## config.mk

```make
export PLATFORM = sky130hd
export DESIGN_NAME = perf_counter_bank
export DESIGN_NICKNAME = d
export VERILOG_FILES = /design/src/rtl/perf_counter_bank.sv
export SDC_FILE = /design/constraint.sdc
export NUM_CORES = 1
export LEC_CHECK = 0
export ABC_AREA = 0
export BUFFER_PORTS_ARGS = -buffer_cell sky130_fd_sc_hd__buf_2
export CORE_MARGIN = 5
export CORE_UTILIZATION = 40
export CTS_CLUSTER_DIAMETER = 120
export DETAILED_ROUTE_END_ITERATION = 12
export PLACE_DENSITY_LB_ADDON = 0.25
export RECOVER_POWER = 50
export SLEW_MARGIN = 30
export SYNTH_ARGS = -nofsm -noshare
export SYNTH_HDL_FRONTEND = slang
export SYNTH_SLANG_ARGS = --single-unit
```

## constraint.sdc

```tcl
create_clock -name Clk -period 3.48 [get_ports Clk]
set_clock_uncertainty 0.1 [all_clocks]
set_input_delay 0.348 -clock Clk [delete_from_list [all_inputs] [get_ports Clk]]
set_output_delay 0.348 -clock Clk [all_outputs]
set_load 0.005 [all_outputs]
```

## src/rtl/perf_counter_bank.sv

```systemverilog
// Bank of NUM_CH event counters with pipeline-fill skip on channel 0, wrap/saturate
// mode, sticky overflow, freeze-on-halt and a registered readout mux.
module perf_counter_bank #(
  parameter int NUM_CH    = 4,
  parameter int CNT_W     = 16,
  parameter int FILL_SKIP = 2,
  parameter int SAT_MODE  = 0,
  parameter int SEL_W     = (NUM_CH > 1) ? $clog2(NUM_CH) : 1
) (
  input  logic              Clk,
  input  logic              Reset,
  input  logic [NUM_CH-1:0] event_i,
  input  logic              enable_i,
  input  logic              halt_i,
  input  logic              clear_i,
  input  logic [SEL_W-1:0]  rd_sel_i,
  output logic [CNT_W-1:0]  rd_data_o,
  output logic [CNT_W-1:0]  count0_o,
  output logic [NUM_CH-1:0] ovf_o,
  output logic              frozen_o
);

  localparam int SKIP_W = (FILL_SKIP > 0) ? $clog2(FILL_SKIP + 1) : 1;
  localparam logic [SKIP_W-1:0] SKIP_INIT = SKIP_W'(FILL_SKIP);
  localparam logic [CNT_W-1:0]  CNT_MAX   = {CNT_W{1'b1}};

  typedef enum logic {RUN = 1'b0, FROZEN = 1'b1} state_t;

  state_t            state_q, state_nxt;
  logic [CNT_W-1:0]  cnt_q    [NUM_CH];
  logic [CNT_W-1:0]  cnt_nxt  [NUM_CH];
  logic [CNT_W:0]    bump_v   [NUM_CH];
  logic [NUM_CH-1:0] ovf_q, ovf_nxt;
  logic [SKIP_W-1:0] skip_q, skip_nxt;
  logic [CNT_W-1:0]  rd_mux;
  logic              count_en;

  // Increment with wrap or saturation; MSB of the result flags an overflow event.
  function automatic logic [CNT_W:0] bump(input logic [CNT_W-1:0] c);
    logic [CNT_W-1:0] at_top;
    if (SAT_MODE != 0) at_top = CNT_MAX;
    else               at_top = '0;
    if (c == CNT_MAX) return {1'b1, at_top};
    else              return {1'b0, c + CNT_W'(1)};
  endfunction

  always_ff @(posedge Clk or posedge Reset) begin
    if (Reset) state_q <= RUN;
    else       state_q <= state_nxt;
  end

  always_comb begin
    state_nxt = state_q;
    case (state_q)
      RUN:     if (halt_i && !clear_i) state_nxt = FROZEN;
      FROZEN:  if (clear_i)            state_nxt = RUN;
      default:                         state_nxt = RUN;
    endcase
  end

  always_comb begin
    frozen_o = (state_q == FROZEN);
    count_en = (state_q == RUN) && enable_i && !clear_i;
  end

  always_comb begin
    for (int i = 0; i < NUM_CH; i++) bump_v[i] = bump(cnt_q[i]);
  end

  // Channel 0 events are swallowed by the skip counter until the pipeline has filled.
  always_comb begin
    skip_nxt = skip_q;
    ovf_nxt  = ovf_q;
    for (int i = 0; i < NUM_CH; i++) cnt_nxt[i] = cnt_q[i];
    if (clear_i) begin
      skip_nxt = SKIP_INIT;
      ovf_nxt  = '0;
      for (int i = 0; i < NUM_CH; i++) cnt_nxt[i] = '0;
    end else if (count_en) begin
      for (int i = 0; i < NUM_CH; i++) begin
        if (event_i[i]) begin
          if (i == 0 && skip_q != '0) begin
            skip_nxt = skip_q - SKIP_W'(1);
          end else begin
            cnt_nxt[i] = bump_v[i][CNT_W-1:0];
            if (bump_v[i][CNT_W]) ovf_nxt[i] = 1'b1;
          end
        end
      end
    end
  end

  always_comb begin
    rd_mux = '0;
    for (int i = 0; i < NUM_CH; i++) begin
      if (rd_sel_i == SEL_W'(i)) rd_mux = cnt_q[i];
    end
  end

  always_ff @(posedge Clk or posedge Reset) begin
    if (Reset) begin
      for (int i = 0; i < NUM_CH; i++) cnt_q[i] <= '0;
      ovf_q     <= '0;
      skip_q    <= SKIP_INIT;
      rd_data_o <= '0;
    end else begin
      for (int i = 0; i < NUM_CH; i++) cnt_q[i] <= cnt_nxt[i];
      ovf_q     <= ovf_nxt;
      skip_q    <= skip_nxt;
      rd_data_o <= rd_mux;
    end
  end

  assign count0_o = cnt_q[0];
  assign ovf_o    = ovf_q;

endmodule

```

==> tab_implementation.tex <==
\begin{tabular}{lr}
\hline
Metric & Value \\
\hline
\multicolumn{2}{l}{\textbf{Clocking}} \\
Clock input transition at the sequential cells of the worst setup and hold paths & 60 ps \\
Post-CTS repair timing setup buffer count & 0 \\
Clock Path Buffers & 2 \\
CTS buffer count & 9 \\
Clock tree from TritonCTS & yes \\
Root buffer selected by CTS & sky130\_fd\_sc\_hd\_\_clkbuf\_16 \\
Post-cts repair resize count & 0 \\
Number of H-tree levels & 3 \\
Sinks on Clock Net & 87 \\
Clock latency of the later-clocked register in the worst-skew pair & 340 ps \\
Post-CTS Hold Buffers & 0 \\
\multicolumn{2}{l}{\textbf{Yosys}} \\
Portion of the post-synthesis area used by sequential elements & 0.467 \\
Synth Instances & 475 \\
Number of warnings reported in the yosys synthesis log & 0 \\
Post-synth ARST share & 1.00 \\
Avg Synthesized Cell Area & 9.83 µm² \\
Number of distinct library cell variants in the gate-level netlist after synthesis & 49 \\
Most frequently used flop master after synthesis & sky130\_fd\_sc\_hd\_\_dfrtp\_1 \\
Post-synthesis net count & 491 \\
Synth Register Bits & 87 \\
Number of flops mapped to enable cells by yosys & 0 \\
Post-synthesis cell area & 4670 µm² \\
\multicolumn{2}{l}{\textbf{STA}} \\
Max-slew headroom & -0.262 \\
Hold Vio Cnt, Final & 0 \\
Crit path time final & 2280 ps \\
Unrepaired setup endpoints after global routing & no \\
Total of endpoints with negative setup slack in the final report & 0 \\
Final number of max-transition violations & 43 \\
Worst Max-Slew Pin Slew & 1880 ps \\
Post-Route Setup TNS & 0 ps \\
Peak clock frequency supported by timing & 439 MHz \\
Share of the clock period used by the worst path after layout & 0.654 \\
\multicolumn{2}{l}{\textbf{Setup path}} \\
Crit-path max FO & 9 \\
Critical path startpoint category & flop \\
Required time of the critical path & 3570 ps \\
Cell count of the worst reg-to-reg path & 6 \\
Startpoint of the worst setup timing path & cnt\_q[32]\$\_DFFE\_PP0P\_ \\
Reg2Reg Setup Slack & 1200 ps \\
R2r endpoint & cnt\_q[39]\$\_DFFE\_PP0P\_ \\
Worst setup EP type & flop \\
Signal arrival time at the worst endpoint & 2370 ps \\
Reg2Reg Launch Point & cnt\_q[32]\$\_DFFE\_PP0P\_ \\
Critical path type & flop to flop \\
\multicolumn{2}{l}{\textbf{Global routing}} \\
Maximum number of pins on one net before global-route repair & 43 \\
Number of global-route vias before repair & 3674 \\
Total grt overflow & 0 \\
GR Util All Layers & 0.187 \\
Antenna violations before repair & 1 \\
Wire length of the first global-routing pass & 20700 µm \\
\multicolumn{2}{l}{\textbf{Flow run}} \\
Max-cap viol count & 1 \\
\multicolumn{2}{l}{\textbf{Route}} \\
DR vias/cell & 5.78 \\
Total via count in the routed design & 3766 \\
Number of optimization iterations in the first detailed-route pass & 5 \\
Wire length reported by the detailed router & 12600 µm \\
DRC marker count from the first detailed-route iteration & 420 \\
DRC violations left & 0 \\
Final ANT Viol Nets & 0 \\
Routed WL per cell & 19.3 µm \\
\multicolumn{2}{l}{\textbf{Layout}} \\
Finished Layout Cells & 652 \\
Area Growth Syn to Fin & 11.4\% \\
Post-layout utilization of the core & 0.456 \\
N\_diodes & 0 \\
Layout net count & 520 \\
Fraction of layout instances using a drive strength above 1 & 0.145 \\
\multicolumn{2}{l}{\textbf{Floorplan}} \\
CORE AREA & 11400 µm² \\
Number of top-level pins & 48 \\
Die boundary height & 118 µm \\
Overall die area & 13900 µm² \\
Rows & 39 \\
Initial cell density of the core & 0.409 \\
Die extent in x & 118 µm \\
\multicolumn{2}{l}{\textbf{Place}} \\
Number of cells in the design after placement & 636 \\
Routability Congestion & 0.881 \\
IO Port Bufs & 47 \\
Post-detail-place hpwl & 9310 µm \\
\multicolumn{2}{l}{\textbf{Run status}} \\
Violated checks & capacitance limit, slew limit \\
Outcome & complete, but fails checks \\
\multicolumn{2}{l}{\textbf{Worst hold path}} \\
Min-delay worst type & input pin to flop \\
HP Start & halt\_i \\
Worst hold path endpoint & frozen\_o\$\_DFF\_PP0\_ \\
Worst hold path cell count & 3 \\
\multicolumn{2}{l}{\textbf{Pwr}} \\
PwrDens & 415 nW/µm² \\
Switching power share of the total & 0.228 \\
Design internal power & 1.67 mW \\
Share of power burned in registers & 0.487 \\
Static leakage & 2.13 nW \\
Clock network fraction of design power & 0.454 \\
Combinational share of power & 0.058 \\
Worst IR drop on VDD & 0.000256 V \\
P\_sw & 0.491 mW \\
\hline
\end{tabular}
==> how the worst max path moves through the flow <==
stage                            end  slack, ps  cells after the start
3_5_place_dp   cnt_q[39]$_DFFE_PP0P_       1210                      6
5_1_grt        cnt_q[39]$_DFFE_PP0P_        840                      3
3_3_place_gp   cnt_q[39]$_DFFE_PP0P_       1270                      6
6_report       cnt_q[39]$_DFFE_PP0P_       1200                      6
2_1_floorplan   cnt_q[0]$_DFFE_PP0P_        780                      1
4_1_cts        cnt_q[39]$_DFFE_PP0P_       1200                      6
==> final cells by class <==
type	count	area [µm²]
Clock buffer	15	268
Multi-Input combinational cell	341	2250
Sequential cell	87	2180
Timing Repair Buffer	52	246
Clock inverter	1	30.0
Inverter	13	50.0
Fill cell	1103	6220
Tap cell	143	179
==> registers in the layout (all words and copies together), names as in the netlist <==
| name | flops |
|---|---|
| rd_data_o | 16 |
| skip_q | 2 |
| frozen_o | 1 |
| count0_o | 16 |
| ovf_o | 4 |
| cnt_q | 48 |
==> routing by layer <==
layer	share of wire	global-route usage	vias up
li1	-	-	1754
met1	0.44	0.255	1870
met2	0.47	0.292	120
met3	0.061	0.0428	20
met4	0.020	0.0667	2
met5	0.00087	0	-
==> synth_stat cells, types with 6 or more instances <==
master | instances | area share
sky130_fd_sc_hd__nor3_1 | 17 | 0.018
sky130_fd_sc_hd__o31ai_1 | 8 | 0.013
sky130_fd_sc_hd__buf_4 | 16 | 0.026
sky130_fd_sc_hd__mux4_2 | 16 | 0.077
sky130_fd_sc_hd__a21oi_1 | 16 | 0.017
sky130_fd_sc_hd__o21ai_0 | 21 | 0.023
sky130_fd_sc_hd__nor2_1 | 66 | 0.053
sky130_fd_sc_hd__nand2_1 | 41 | 0.033
sky130_fd_sc_hd__nor4_1 | 6 | 0.0080
sky130_fd_sc_hd__xnor2_1 | 22 | 0.041
sky130_fd_sc_hd__inv_1 | 13 | 0.010
sky130_fd_sc_hd__or3_1 | 7 | 0.0094
sky130_fd_sc_hd__nand3_1 | 30 | 0.032
sky130_fd_sc_hd__dfrtp_1 | 86 | 0.46
sky130_fd_sc_hd__clkbuf_1 | 11 | 0.0088
sky130_fd_sc_hd__xor2_1 | 14 | 0.026
sky130_fd_sc_hd__nand4_1 | 19 | 0.025
==> cell usage in the layout (no fill, tap or decap), types with 3 or more instances in the layout <==
master,synthesis,final
sky130_fd_sc_hd__ha_1,5,5
sky130_fd_sc_hd__o21ai_0,21,21
sky130_fd_sc_hd__or3_1,7,7
sky130_fd_sc_hd__o31ai_1,8,8
sky130_fd_sc_hd__nor4_1,6,6
sky130_fd_sc_hd__clkbuf_16,0,9
sky130_fd_sc_hd__a31oi_1,3,3
sky130_fd_sc_hd__xnor2_1,22,22
sky130_fd_sc_hd__and2_1,4,4
sky130_fd_sc_hd__nor3_1,17,17
sky130_fd_sc_hd__nand3b_1,3,3
sky130_fd_sc_hd__dfrtp_1,86,86
sky130_fd_sc_hd__a211oi_1,3,3
sky130_fd_sc_hd__o2111ai_1,3,3
sky130_fd_sc_hd__inv_1,13,12
sky130_fd_sc_hd__buf_2,2,35
sky130_fd_sc_hd__nand4_1,19,19
sky130_fd_sc_hd__nor2_1,66,66
sky130_fd_sc_hd__and3b_1,3,3
sky130_fd_sc_hd__xor2_1,14,14
sky130_fd_sc_hd__or2_2,4,4
sky130_fd_sc_hd__nand2_1,41,41
sky130_fd_sc_hd__and4_1,3,3
sky130_fd_sc_hd__nand3_1,30,30
sky130_fd_sc_hd__nor3b_1,5,5
sky130_fd_sc_hd__clkbuf_1,11,18
sky130_fd_sc_hd__a21oi_1,16,16
sky130_fd_sc_hd__mux4_2,16,16
==> worst max-delay path: stages (launching register included) <==
cell	delay, ps
sky130_fd_sc_hd__dfrtp_1	500
sky130_fd_sc_hd__ha_1	330
sky130_fd_sc_hd__nand3_1	150
sky130_fd_sc_hd__nor4_4	420
sky130_fd_sc_hd__nor2_1	200
sky130_fd_sc_hd__nand2_1	260
sky130_fd_sc_hd__o311ai_0	170
==> cell families (layout without fill, tap and decap cells) <==
kind of cell    count (synthesis)  count (layout)  share of synthesized area
mux                            16              16                     0.0772
xor+xnor                       36              36                     0.0675
fa+ha+maj                       5               5                     0.0134
compound gates                 66              66                     0.0874
simple gates                  218             218                      0.236
flops                          87              87                      0.467
buf+inv                        47              81                     0.0517
==> through the flow <==
| stage | hold slack [ps] | setup WS, ps | instance area [µm²] | total power [mW] |
|---|---|---|---|---|
| 4_1_cts | 23.4 | 1200 | 5230 | 2.18 |
| 2_1_floorplan | 362 | 783 | 4670 | 1.15 |
| 5_1_grt | 142 | 842 | 5200 | 2.25 |
| 3_3_place_gp | 386 | 1270 | 4930 | 1.19 |
| 6_report | 126 | 1200 | 5200 | 2.16 |
| 3_5_place_dp | 389 | 1210 | 4930 | 1.20 |
==> power groups by stage <==
stage	registers, mW	clock network [mW]	logic (mW)
after global placement	1.07	0	0.127
after global routing	1.05	1.06	0.142
after floorplan	1.06	0	0.0931
after detailed placement	1.07	0	0.129
after CTS	1.05	1.00	0.130
final	1.05	0.980	0.126
Power figures use the tool's default switching activity.
